<file path="config.mk">
export PLATFORM = sky130hd
export DESIGN_NAME = reg_file_param
export DESIGN_NICKNAME = d
export VERILOG_FILES = /design/src/rtl/reg_file_pkg.sv /design/src/rtl/reg_file_clear_fsm.sv /design/src/rtl/reg_file_param.sv
export SDC_FILE = /design/constraint.sdc
export NUM_CORES = 1
export LEC_CHECK = 0
export ABC_AREA = 0
export CAP_MARGIN = 20
export CORE_UTILIZATION = 62
export DETAILED_ROUTE_END_ITERATION = 10
export PLACE_DENSITY_LB_ADDON = 0.08
export RECOVER_POWER = 100
export SYNTH_ARGS = -nofsm -noshare
export SYNTH_HDL_FRONTEND = slang
export SYNTH_HIERARCHICAL = 1
export SYNTH_SLANG_ARGS = --single-unit
</file>
<file path="constraint.sdc">
create_clock -name clk_i -period 6.2 [get_ports clk_i]
set_clock_uncertainty 0.2 [all_clocks]
set_input_delay 0.93 -clock clk_i [delete_from_list [all_inputs] [get_ports clk_i]]
set_output_delay 0.93 -clock clk_i [all_outputs]
set_load 0.05 [all_outputs]
</file>
<file path="src/rtl/reg_file_pkg.sv">
// Shared types and helpers for the parametrised register file.
package reg_file_pkg;

    typedef enum logic {RF_CLEAR, RF_IDLE} rf_state_t;

    function automatic int rf_depth(input int addr_w);
        return 1 << addr_w;
    endfunction

endpackage

</file>
<file path="src/rtl/reg_file_clear_fsm.sv">
// Sequential clear engine: walks every entry after reset or on request, raising busy_o meanwhile.
module reg_file_clear_fsm
    import reg_file_pkg::*;
#(
    parameter int ADDR_W = 5
) (
    input  logic              clk_i,
    input  logic              rst_n_i,
    input  logic              clr_i,
    output logic              busy_o,
    output logic              clr_we_o,
    output logic [ADDR_W-1:0] clr_addr_o
);

    localparam logic [ADDR_W-1:0] LAST = ADDR_W'(rf_depth(ADDR_W) - 1);

    rf_state_t         state_q, state_d;
    logic [ADDR_W-1:0] cnt_q, cnt_d;

    always_ff @(posedge clk_i or negedge rst_n_i) begin
        if (!rst_n_i) begin
            state_q <= RF_CLEAR;
            cnt_q   <= '0;
        end else begin
            state_q <= state_d;
            cnt_q   <= cnt_d;
        end
    end

    // Terminal compare against the last index; the counter never relies on wrapping.
    always_comb begin
        state_d = state_q;
        cnt_d   = cnt_q;
        case (state_q)
            RF_CLEAR: begin
                if (cnt_q == LAST) begin
                    state_d = RF_IDLE;
                    cnt_d   = '0;
                end else begin
                    cnt_d = cnt_q + ADDR_W'(1);
                end
            end
            RF_IDLE: begin
                if (clr_i) state_d = RF_CLEAR;
            end
            default: state_d = RF_CLEAR;
        endcase
    end

    assign busy_o     = (state_q == RF_CLEAR);
    assign clr_we_o   = busy_o;
    assign clr_addr_o = cnt_q;

endmodule

</file>
<file path="src/rtl/reg_file_param.sv">
// Multi-read-port register file with optional hardwired-zero entry and a clear engine.
// Define RF_WRITE_BYPASS_EN to forward same-cycle writes to matching read ports.
module reg_file_param
    import reg_file_pkg::*;
#(
    parameter int DATA_W   = 32,
    parameter int ADDR_W   = 5,
    parameter int NUM_RD   = 2,
    parameter int ZERO_REG = 1
) (
    input  logic                     clk_i,
    input  logic                     rst_n_i,
    input  logic [NUM_RD*ADDR_W-1:0] rd_addr_i,
    output logic [NUM_RD*DATA_W-1:0] rd_data_o,
    input  logic                     wr_en_i,
    input  logic [ADDR_W-1:0]        wr_addr_i,
    input  logic [DATA_W-1:0]        wr_data_i,
    input  logic                     clr_i,
    output logic                     busy_o
);

    localparam int DEPTH = rf_depth(ADDR_W);

    logic [DATA_W-1:0] mem_q [DEPTH];
    logic              busy;
    logic              clr_we;
    logic [ADDR_W-1:0] clr_addr;
    logic              wr_ok;

    reg_file_clear_fsm #(.ADDR_W(ADDR_W)) u_clr (
        .clk_i      (clk_i),
        .rst_n_i    (rst_n_i),
        .clr_i      (clr_i),
        .busy_o     (busy),
        .clr_we_o   (clr_we),
        .clr_addr_o (clr_addr)
    );

    assign busy_o = busy;
    assign wr_ok  = !busy && wr_en_i && !((ZERO_REG != 0) && (wr_addr_i == '0));

    // Storage has no reset; the clear engine zeroes it after every reset.
    always_ff @(posedge clk_i) begin
        if (clr_we)     mem_q[clr_addr]  <= '0;
        else if (wr_ok) mem_q[wr_addr_i] <= wr_data_i;
    end

    for (genvar k = 0; k < NUM_RD; k++) begin : g_rd
        logic [ADDR_W-1:0] a;
        logic [DATA_W-1:0] d;

        assign a = rd_addr_i[k*ADDR_W +: ADDR_W];

        // Zero and busy forcing are applied last so they win over forwarding.
        always_comb begin
            d = mem_q[a];
`ifdef RF_WRITE_BYPASS_EN
            if (wr_ok && (a == wr_addr_i)) d = wr_data_i;
`endif
            if (busy || ((ZERO_REG != 0) && (a == '0))) d = '0;
        end

        assign rd_data_o[k*DATA_W +: DATA_W] = d;
    end

endmodule
</file>
==> impl_metrics.csv <==
group,metric,value,unit
power_and_ir_drop,switchingPower,5.21,mW
drt,ant_nets,0,
timing,hold_ws,372,ps
finish,area_growth,12.8,%
die,rows,101,
place,place_hpwl,81700,um
global_routing,grt_pass1_vias,28225,
worst_setup_path,crit_arrival,5980,ps
timing,setup_tns,0,ps
power_and_ir_drop,clock_power_share,35.4,%
logic_synthesis,syn_inst,2361,
cts,cts_tree,"done",
job,max_cap_viol_count,33,
place,placed_area,50600,um^2
finish,drive_gt1_share,28.8,%
timing,slew_headroom,-137,%
worst_hold_path,hp-class,"in -> async",
die,die_width,279,um
die,io_pins,116,
timing,fmax,169,MHz
worst_setup_path,end_kind,"flip-flop",
logic_synthesis,synth_most_common_cell,"edfxtp_1",
timing,fin_crit,5930,ps
status,outcome,"finished, violations left",
timing,rsz0062_at_grt,"false",
worst_setup_path,cp.required,6250,ps
logic_synthesis,synth_edf_count,1024,
worst_setup_path,critPathBufInv,3,
logic_synthesis,netlist_area,47700,um^2
timing,setup_violations,0,
drt,wirelength,141000,um
drt,vias,27866,
logic_synthesis,yosysTopAreaCell,"edfxtp_1",
global_routing,grt_pass1_wl,202000,um
timing,drv_slew,716,
cts,clk_path_buf_depth,3,
logic_synthesis,synth_common_cells,"edfxtp_1 (1,024), mux4_2 (450), mux2i_1 (252)",
power_and_ir_drop,p_leak,17.7,nW
cts,cts-buffers-inserted,104,
power_and_ir_drop,p_seq_share,46.9,%
logic_synthesis,syn-num-nets,2414,
cts,cts_resized,0,
logic_synthesis,synthFlopType,"edfxtp_1",
logic_synthesis,ys_types,56,
finish,final_nets,2571,
logic_synthesis,ys_warn_count,6,
logic_synthesis,ys_ff_latch,1030,
logic_synthesis,synth.avg_cell_area,20.2,um^2
worst_setup_path,crit_slowest_cell,"a21oi_1",
worst_setup_path,cp-start-kind,"flip-flop",
drt,drtPass1Iterations,6,
worst_setup_path,path_class,"reg -> reg",
die,die_h,279,um
drt,drtIter0Drc,3929,
timing,period_share,95.6,%
cts,cts-root-buf,"clkbuf_16",
place,port-buffer-count,115,
drt,drcViolationCount,0,
place,gp_congestion,0.862,
finish,stdcell_area,53800,um^2
global_routing,antenna_found_initial,11,
logic_synthesis,netlist.area_leader.share,64.5,%
drt,viasPerCell,7.66,
die,core,76100,um^2
cts,cts_sinks,1030,
power_and_ir_drop,switching_share,27.9,%
timing,worstMarginPinSlew,3550,ps
timing,hold_viol,0,
cts,postCtsSetupBuffers,0,
logic_synthesis,ys_top_cells_by_area,"edfxtp_1 (64%), mux4_2 (21%), mux2i_1 (5.3%), o221ai_1 (1.1%), buf_2 (0.82%)",
cts,cts_hold_buf,0,
worst_setup_path,max_stage_delay,1650,ps
power_and_ir_drop,ir_drop,0.000296,V
finish,fillers,4643,
power_and_ir_drop,powerDensity,347,nW/um^2
global_routing,grt-ovfl-total,0,
timing,setup_ws,271,ps
worst_setup_path,critPathMaxFanout,32,
global_routing,grt_max_degree,65,
cts,h-tree-depth,3,
cts,clk_latency,660,ps
global_routing,track_usage,37.0,%
power_and_ir_drop,power.internal,13.5,mW
drt,avgRoutedWirePerCell,38.7,um
logic_synthesis,ys_seq_area_share,64.8,%
die,initial_core_util,62.7,%
worst_setup_path,path_cells,"inv_1, or3b_1, a21oi_1, o21ai_1, buf_4, nor3_1, clkbuf_2",
logic_synthesis,ys_async_sr_fraction,0.583,%
cts,clk_pin_slew_worst_paths,60,ps
worst_setup_path,cp_top_family,"compound AO/OA/AOI/OAI gates",
power_and_ir_drop,pwr-share-comb,17.7,%
status,violations,"max-capacitance violations, max-slew violations",
die,dieArea,78000,um^2
place,pre_cts_slack,744,ps
-- final cells by class --
cell class              count  area (um^2)  area share (%)
diodes                      1         2.50         0.00465
clock buffers             133         2920            5.43
clock inverters            63          696            1.29
inverters                   6         22.5          0.0419
multi-input cells        1131        15800            29.4
flip-flops and latches   1030        30900            57.5
well taps                1030         1290            2.40
repair buffers            245         2140            3.97
-- power by group through the flow --
stage / clock [mW] / combinational (mW) / sequential (mW)
global placement: 0 / 3.38 / 8.79
finish: 6.61 / 3.31 / 8.75
detailed placement: 0 / 3.41 / 8.85
global route: 6.89 / 3.38 / 8.80
floorplan: 0 / 1.99 / 8.75
CTS: 6.63 / 3.43 / 8.71
-- path summary, 6_finish.rpt --
kind / from / to / slack (ps) / cells after the start
worst min register to register: u_clr/state_q$_DFF_PN0_ / u_clr/state_q$_DFF_PN0_ / 440 / 1
min in group clk_i: u_clr/state_q$_DFF_PN0_ / u_clr/state_q$_DFF_PN0_ / 440 / 1
worst max register to register: u_clr/state_q$_DFF_PN0_ / mem_q[19][24]$_DFFE_PP_ / 270 / 7
worst max-delay path: u_clr/state_q$_DFF_PN0_ / mem_q[19][24]$_DFFE_PP_ / 270 / 7
worst min-delay path: rst_n_i / u_clr/clr_addr_o[0]$_DFFE_PN0N_ / 370 / 1
max in group asynchronous: rst_n_i / u_clr/clr_addr_o[4]$_DFFE_PN0N_ / 5220 / 1
-- cells by family (layout without fill, tap and decap cells) --
kind of cell	Yosys count	after routing	synth area share, %
simple gates	119	119	1.39
buf+inv	200	447	2.19
mux	705	705	26.6
fa+ha+maj	2	2	0.0525
other cells	0	1	0
compound gates	305	305	4.95
flops	1030	1030	64.8
-- layer usage --
layer / part of all wire [%] / global-route usage (%)
met5: 0.057 / 0
met4: 4.4 / 14.8
met3: 13 / 9.09
met2: 47 / 56.8
met1: 36 / 51.9
-- through the flow --
| stage | total power, mW | utilization (%) | std cells |
|---|---|---|---|
| 6_report | 18.7 | 70.7 | 3639 |
| 3_5_place_dp | 12.3 | 66.5 | 3435 |
| 3_3_place_gp | 12.2 | 66.5 | 3435 |
| 4_1_cts | 18.8 | 71.2 | 3631 |
| 2_1_floorplan | 10.7 | - | 2361 |
| 5_1_grt | 19.1 | 70.7 | 3638 |
-- placed cells by master (no fill, tap or decap), types with 3 or more instances in the layout --
cell             synthesis  layout
clkbuf_1                77      50
clkinv_2                 0      20
a2111oi_0               29      29
clkbuf_16                0     113
and3_1                   5       5
or3b_1                   2       3
nor3_2                   0       3
clkinv_1                 0      21
and2_0                   0      32
o221ai_1                62      62
o21ai_0                  7       7
a211oi_1                30      30
dfrtp_1                  6       6
nor2b_1                  5       3
buf_12                   1      18
a31oi_1                  5       5
nor2_1                  23      20
clkdlybuf4s50_1          0      44
nor3_1                  21      18
clkinv_4                 0       4
a22oi_1                 30      30
a21oi_1                 32      33
mux4_2                 450     450
buf_8                    1       4
o22ai_1                 33      33
a22o_1                  32      32
buf_4                   11      80
mux2i_1                252     252
edfxtp_1              1024    1024
bufinv_16                0      15
inv_1                    6       6
nor3b_1                  4       4
clkbuf_2                 0      23
dlygate4sd3_1            0      42
nand3b_1                 3       3
nand2_1                  9       9
o22a_1                  32      32
-- flip-flops by register name (all words and copies together), names as in the netlist --
| signal | count |
|---|---|
| mem_q | 1024 |
| u_clr/clr_addr_o | 5 |
| u_clr/state_q | 1 |
Note: power is estimated with default switching activity, not from simulation.
